--- config.mk ---
export PLATFORM = sky130hd
export DESIGN_NAME = main_fifo_ctrl
export DESIGN_NICKNAME = d
export VERILOG_FILES = /design/src/rtl/main_fifo_ctrl.sv
export SDC_FILE = /design/constraint.sdc
export NUM_CORES = 1
export LEC_CHECK = 0
export CORE_MARGIN = 4
export CORE_UTILIZATION = 25
export DETAILED_ROUTE_END_ITERATION = 10
export PLACE_DENSITY = 0.55
export RECOVER_POWER = 100
export SETUP_SLACK_MARGIN = 0.3
export SLEW_MARGIN = 20
export SYNTH_ARGS = -nofsm -noshare
export SYNTH_HDL_FRONTEND = slang
export SYNTH_SLANG_ARGS = --single-unit
--- constraint.sdc ---
create_clock -name clk -period 4.1 [get_ports clk]
set_input_delay 0.82 -clock clk [delete_from_list [all_inputs] [get_ports clk]]
set_output_delay 0.82 -clock clk [all_outputs]
set_load 0.05 [all_outputs]
--- src/rtl/main_fifo_ctrl.sv ---
// ---------------------------------------------------------------------------
// main_fifo_ctrl
// Controller for the Main conditional FIFO of the traffic-class / VC path.
// Programs the Main FIFO low/high thresholds, pops words while both VC FIFOs
// have room, and steers each popped word to VC0 or VC1 by one class bit.
// Any FIFO error latches a sticky ERROR state that only reset can clear.
//
// Ports
//   clk, reset                      clock, asynchronous active-high reset
//   init                            request threshold (re)configuration
//   umbral_low_in/umbral_high_in    thresholds to program (LEN4 bits)
//   Main_empty/Main_error           Main FIFO status
//   Main_data_out                   Main FIFO read data (valid after Main_rd)
//   VC0/VC1_almost_full, _error     downstream backpressure and errors
//   Main_rd                         combinational pop strobe to the Main FIFO
//   UmbralMF_LOW/UmbralMF_HIGH      registered thresholds to the Main FIFO
//   VC0_wr/VC1_wr, VC_data          registered VC write strobes and data
//   state, idle, error_out          registered FSM status
// ---------------------------------------------------------------------------
`timescale 1ns/1ps
module main_fifo_ctrl #(
    parameter int BW     = 6,
    parameter int LEN4   = 4,
    parameter int VC_BIT = 5
) (
    input  logic            clk,
    input  logic            reset,
    input  logic            init,
    input  logic [LEN4-1:0] umbral_low_in,
    input  logic [LEN4-1:0] umbral_high_in,
    input  logic            Main_empty,
    input  logic            Main_error,
    input  logic [BW-1:0]   Main_data_out,
    input  logic            VC0_almost_full,
    input  logic            VC1_almost_full,
    input  logic            VC0_error,
    input  logic            VC1_error,
    output logic            Main_rd,
    output logic [LEN4-1:0] UmbralMF_LOW,
    output logic [LEN4-1:0] UmbralMF_HIGH,
    output logic            VC0_wr,
    output logic            VC1_wr,
    output logic [BW-1:0]   VC_data,
    output logic [2:0]      state,
    output logic            idle,
    output logic            error_out
);

    typedef enum logic [2:0] {
        ST_RESET  = 3'd0,
        ST_INIT   = 3'd1,
        ST_IDLE   = 3'd2,
        ST_ACTIVE = 3'd3,
        ST_ERROR  = 3'd4
    } state_t;

    state_t            r_state;
    state_t            w_next_state;
    logic              w_err;
    logic              w_rd;
    logic              r_rd_q;      // a word was popped last cycle; its data is on Main_data_out now
    logic [LEN4-1:0]   r_umbral_low;
    logic [LEN4-1:0]   r_umbral_high;
    logic              r_vc0_wr;
    logic              r_vc1_wr;
    logic [BW-1:0]     r_vc_data;
    logic              r_idle;
    logic              r_error_out;

    // Next-state and pop decision
    always_comb begin
        w_err        = Main_error | VC0_error | VC1_error;
        w_next_state = r_state;
        w_rd         = 1'b0;
        case (r_state)
            ST_RESET: begin
                w_next_state = ST_INIT;
            end
            ST_INIT: begin
                if (!init) begin
                    w_next_state = ST_IDLE;
                end else begin
                    w_next_state = ST_INIT;
                end
            end
            ST_IDLE: begin
                if (w_err) begin
                    w_next_state = ST_ERROR;
                end else if (init) begin
                    w_next_state = ST_INIT;
                end else if (!Main_empty) begin
                    w_next_state = ST_ACTIVE;
                end else begin
                    w_next_state = ST_IDLE;
                end
            end
            ST_ACTIVE: begin
                // Both VCs must have room because the destination is only known after the read.
                w_rd = !Main_empty && !VC0_almost_full && !VC1_almost_full && !init && !w_err;
                if (w_err) begin
                    w_next_state = ST_ERROR;
                end else if ((init || Main_empty) && !r_rd_q) begin
                    // Leave only once the last popped word has been captured.
                    w_next_state = init ? ST_INIT : ST_IDLE;
                end else begin
                    w_next_state = ST_ACTIVE;
                end
            end
            ST_ERROR: begin
                w_next_state = ST_ERROR;
            end
            default: begin
                // Illegal encodings are treated as a fault.
                w_next_state = ST_ERROR;
            end
        endcase
    end

    // State register and registered status flags
    always_ff @(posedge clk or posedge reset) begin
        if (reset) begin
            r_state     <= ST_RESET;
            r_idle      <= 1'b0;
            r_error_out <= 1'b0;
        end else begin
            r_state     <= w_next_state;
            r_idle      <= (w_next_state == ST_IDLE);
            r_error_out <= (w_next_state == ST_ERROR);
        end
    end

    // Threshold registers, loaded only while configuring
    always_ff @(posedge clk or posedge reset) begin
        if (reset) begin
            r_umbral_low  <= {LEN4{1'b0}};
            r_umbral_high <= {LEN4{1'b0}};
        end else if (r_state == ST_INIT) begin
            r_umbral_low  <= umbral_low_in;
            r_umbral_high <= umbral_high_in;
        end else begin
            r_umbral_low  <= r_umbral_low;
            r_umbral_high <= r_umbral_high;
        end
    end

    // Read-data routing pipeline; an in-flight word is dropped on entry to ERROR
    always_ff @(posedge clk or posedge reset) begin
        if (reset) begin
            r_rd_q    <= 1'b0;
            r_vc0_wr  <= 1'b0;
            r_vc1_wr  <= 1'b0;
            r_vc_data <= {BW{1'b0}};
        end else begin
            r_rd_q <= w_rd;
            if (w_next_state == ST_ERROR) begin
                r_vc0_wr <= 1'b0;
                r_vc1_wr <= 1'b0;
            end else if (r_rd_q) begin
                r_vc_data <= Main_data_out;
                r_vc0_wr  <= ~Main_data_out[VC_BIT];
                r_vc1_wr  <= Main_data_out[VC_BIT];
            end else begin
                r_vc0_wr <= 1'b0;
                r_vc1_wr <= 1'b0;
            end
        end
    end

    assign Main_rd       = w_rd;
    assign UmbralMF_LOW  = r_umbral_low;
    assign UmbralMF_HIGH = r_umbral_high;
    assign VC0_wr        = r_vc0_wr;
    assign VC1_wr        = r_vc1_wr;
    assign VC_data       = r_vc_data;
    assign state         = r_state;
    assign idle          = r_idle;
    assign error_out     = r_error_out;

endmodule

# --- Word-level counts from Yosys, hierarchy flattened ---
# Index checks and enable logic that the tools add are counted.
op_classes:
  eq_ne: 5
  n_mux: 12
  bitwise_logic: 4
  reduce_logical: 14
ops:
  columns: ["op", "count"]
  rows:
  - ["one-hot mux 3 bit (4 select lines)", 1]
  - ["equality test 3 x 2 -> 1 bit, second input constant", 3]
  - ["two-way mux 3 bit", 3]
  - ["zero test 1 bit", 6]
  - ["two-way mux 1 bit", 6]
  - ["logical AND 1 bit", 5]
  - ["two-way mux 2 bit", 2]
  - ["equality test 3 x 1 -> 1 bit, second input constant", 1]
  - ["equality test 3 bit, second input constant", 1]
  - ["zero test 3 bit", 1]
  - ["NOT 1 bit", 2]
  - ["bitwise OR 1 bit", 2]
  - ["AND reduction 2 bit", 1]
  - ["logical OR 1 bit", 1]
totals:
  ff_bits: 22

# --- Longest topological paths before layout ---
depth:
  ltp_word: 8
  ltp_mapped: 3
  ltp_nobuf: 3

# --- Worst setup path after synthesis ---
# No wires, ideal clock.
synth_timing:
  kind: "reg2out"
  startpoint: "register r_state[1], in the netlist state[1]"
  endpoint: "output Main_rd"
  arrival_ns: 1.594
  t_required_ns: 3.280
  setup_slack_ns: 1.686
  stages_incl_launch_ff: 3
  n_path_buf: 0
  cell_sequence: "dfrtp_1 nor4b_4 and3_1"
synth_via:
  elab_chain_len: 2
synth_rtl:
  columns: ["item", "line_no", "text"]
  rows:
  - ["from (decl)", "57", "state_t r_state;"]
  - ["from (signal assigned)", "126", "r_state <= w_next_state;"]
  - ["equality test 3 x 2 -> 1 bit", "75", "case (r_state)"]
  - ["two-way mux 1 bit", "75", null]
  - ["to (decl)", "38", "output logic Main_rd,"]
# Every way passes these cells.

# --- Final worst setup path ---
layout_timing:
  startpoint: "input VC0_error"
  endpoint: "output Main_rd"
layout_via:
  elab_chain_len: 5
layout_rtl:
  columns: ["item", "line_no", "text"]
  rows:
  - ["from (decl)", "36", "input logic VC0_error,"]
  - ["bitwise OR 1 bit (2 in series)", "72", "w_err = Main_error | VC0_error | VC1_error;"]
  - ["zero test 1 bit", "99", "w_rd = !Main_empty && !VC0_almost_full && !VC1_almost_full && !init && !w_err;"]
  - ["logical AND 1 bit", "99", null]
  - ["two-way mux 1 bit", "75", null]
# Every way passes these cells.

==> out/metrics.cfg <==
[global_route]
grt_pass1_wl_mm = 3.39
busiest_layer = met2
grt_pass1_vias = 730
grt_use_met3_pct = 2.03
grt_use_met2_pct = 13.7
overflow = 0
use_met1_pct = 10.6
antenna_found_initial = 0
grt_usage_pct = 8.81
grt_max_degree = 23

[pwr]
p_sw_share_pct = 42.0
powerDensity_mw_per_mm2 = 603
comb_power_share_pct = 46.2
vdd_ir_drop_max_mv = 0.211
p_sw_w = 0.000359
internal-power_w = 0.000496
seqPwrFrac_pct = 35.7
p_total_w = 0.000855
power_frac_clock_pct = 18.1
power_leakage_nw = 0.652

[timing]
clock.fmax_mhz = 268
layout_min_cycle_time_ns = 3.73
fin_ws_ns = 0.372
finalHoldViolCount = 0
finalCritPeriodShare_pct = 90.9
slew_headroom_pct = 22.7
tightest_slew_ns = 1.16
finClkSkew_ns = 0.00121
setup_tns_ns = 0
whs_ns = 0.501
setup_viol = 0
rsz0062_at_grt = no
report.final.slew_viol_count = 0

[layout]
nets = 134
final_cells = 158
n_antenna_cell = 0
area.growth.synth_to_final_pct = 50.2
final_layout_size_suffix_gt1_share_pct = 10.9

[detailed_routing]
initialDrtViolationCount = 30
post-route-drc-count = 0
dr.pass1.iters = 4
num_vias = 663
vias_per_cell = 4.20
routedWlPerCell_um = 12.2
ant_nets = 0
routed_wl_mm = 1.93

[clocking]
clkSlewWorstSetupHoldPaths_ns = 0.08
clock-sinks = 22
post_cts_resized = 0
cts_setup_buffers = 0
insertion_delay_ns = 0.26
cts_buffer_depth = 2
cts.htree.levels = 1
cts_root_buffer = clkbuf_8
cts_tree = built
cts_buffers = 3
cts_hold_buffers = 0

[placement]
dpl.hpwl_mm = 1.48
dp_cells = 154
preCtsSetupSlack_ns = 0.571
finalWeightedCongestion = 0.774
place.port_buffers = 44

[critical_path]
crit_fanout = 3
path_cells = clkdlybuf4s50_1, nor4b_1, and3_1, dlygate4sd3_1
end_kind = primary output
cp.arrival_ns = 2.91
critPathKind = in2out
cp-start-kind = primary input
critPathMaxStageDelay_ns = 0.88
worst_path_max_delay_cell = dlygate4sd3_1
crit_required_ns = 3.28

[logic_synthesis]
syn_area_per_cell_um2 = 15.2
syn_area_um2 = 945
synthDistinctLibCells = 19
ys_seq_area_share_pct = 58.3
syn_inst = 62
syn-num-nets = 85
ys_ff_latch = 22
yosys_warnings = 0

[die]
initial_core_util_pct = 25.8
io_pins = 45
fp-row-count = 22
die_y_um = 69.5
die_w_um = 69.5
die_area_mm2 = 0.00483
core_mm2 = 0.00366

[run]
max_cap_viol_count = 0

[min_path]
hold_path.class = reg2reg

[run_status]
outcome = finished clean

[registers in the layout (all words and copies together), names as in the netlist]
register and count:
idle 1, state 3, UmbralMF_HIGH 4, error_out 1
VC1_wr 1, VC0_wr 1, UmbralMF_LOW 4, VC_data 6
r_rd_q 1
[cells by family (layout without fill, tap and decap cells)]
logic type	Yosys count	in the layout	share of synthesized area, %
DFF	22	22	58.3
and+or+nand+nor	17	17	15.6
muxes	14	14	19.1
AOI/OAI and AO/OA	6	6	5.83
buffers and inverters	3	51	1.19
[cell type report]
cell class,instances,area (µm²)
clock buffer,4,55.1
sequential,22,551
fill,376,2240
multi-input combinational,37,302
inverter,3,11.3
tap,48,60.1
timing repair buffer,44,440
[power groups by stage]
stage / clock network [W] / registers (W) / logic [W]
final: 0.000154 / 0.000305 / 0.000395
after global routing: 0.000171 / 0.000314 / 0.000415
after CTS: 0.000160 / 0.000312 / 0.000431
after detailed placement: 0 / 0.000316 / 0.000430
after global placement: 0 / 0.000315 / 0.000428
after floorplan: 0 / 0.000510 / 0.0000799
[layer usage]
layer	wire, µm	vias to the layer above
met1	863	314
met2	892	28
met5	0	-
li1	-	317
met3	113	4
met4	63	0
[cells in the mapped netlist]
cell	n	area [µm²]
or2b_1	2	15.0
o31ai_4	1	21.3
o21a_1	2	15.0
a21oi_1	2	10.0
nor2_1	4	15.0
and3_1	1	6.26
nand2b_1	2	12.5
nor4b_2	1	15.0
nor4b_4	1	23.8
mux2_2	8	90.1
mux2_4	6	90.1
nand3_1	1	5.00
nor3_1	2	10.0
nor3b_4	1	18.8
nand3b_4	1	20.0
o311ai_0	1	8.76
and2_1	1	6.26
dfrtp_1	22	551
inv_1	3	11.3
[layout by cell type (no fill, tap or decap)]
| cell type | instances |
|---|---|
| dlygate4sd3_1 | 24 |
| dfrtp_1 | 22 |
| clkdlybuf4s50_1 | 20 |
| mux2_2 | 8 |
| mux2_1 | 6 |
| nor2_1 | 4 |
| clkbuf_8 | 4 |
| inv_1 | 3 |
| nor4b_1 | 2 |
| nand2b_1 | 2 |
| a21oi_1 | 2 |
| o21a_1 | 2 |
| nor3_1 | 2 |
| or2b_1 | 2 |
| o31ai_1 | 1 |
| nand3b_1 | 1 |
| nor3b_1 | 1 |
| nand3_1 | 1 |
| and2_1 | 1 |
| o311ai_0 | 1 |
| and3_1 | 1 |
[critical path, delay by kind of cell]
| family | cells | cell delay [ns] |
|---|---|---|
| and+or+nand+nor | 2 | 0.76 |
| buffers and inverters | 2 | 1.32 |
[path summary, 6_finish.rpt]
kind | to | slack, ns | from | depth (start not counted)
max | Main_rd | 0.37 | VC0_error | 4
min | VC_data[4]$_DFFE_PP0P_ | 0.50 | VC_data[4]$_DFFE_PP0P_ | 1
max reg2reg | UmbralMF_LOW[3]$_DFFE_PP0N_ | 2.14 | state[1]$_DFF_PP0_ | 2
min reg2reg | VC_data[4]$_DFFE_PP0P_ | 0.50 | VC_data[4]$_DFFE_PP0P_ | 1
max in group asynchronous | VC0_wr$_DFF_PP0_ | 2.47 | reset | 2
min in group asynchronous | UmbralMF_HIGH[2]$_DFFE_PP0N_ | 1.14 | reset | 2
[metrics by stage]
step	cell area, µm²	util [%]
5_1_grt	1420	38.8
4_1_cts	1500	41.0
3_5_place_dp	1450	39.5
6_report	1420	38.8
2_1_floorplan	945	-
3_3_place_gp	1450	39.5
(Power assumes the default switching activity.)
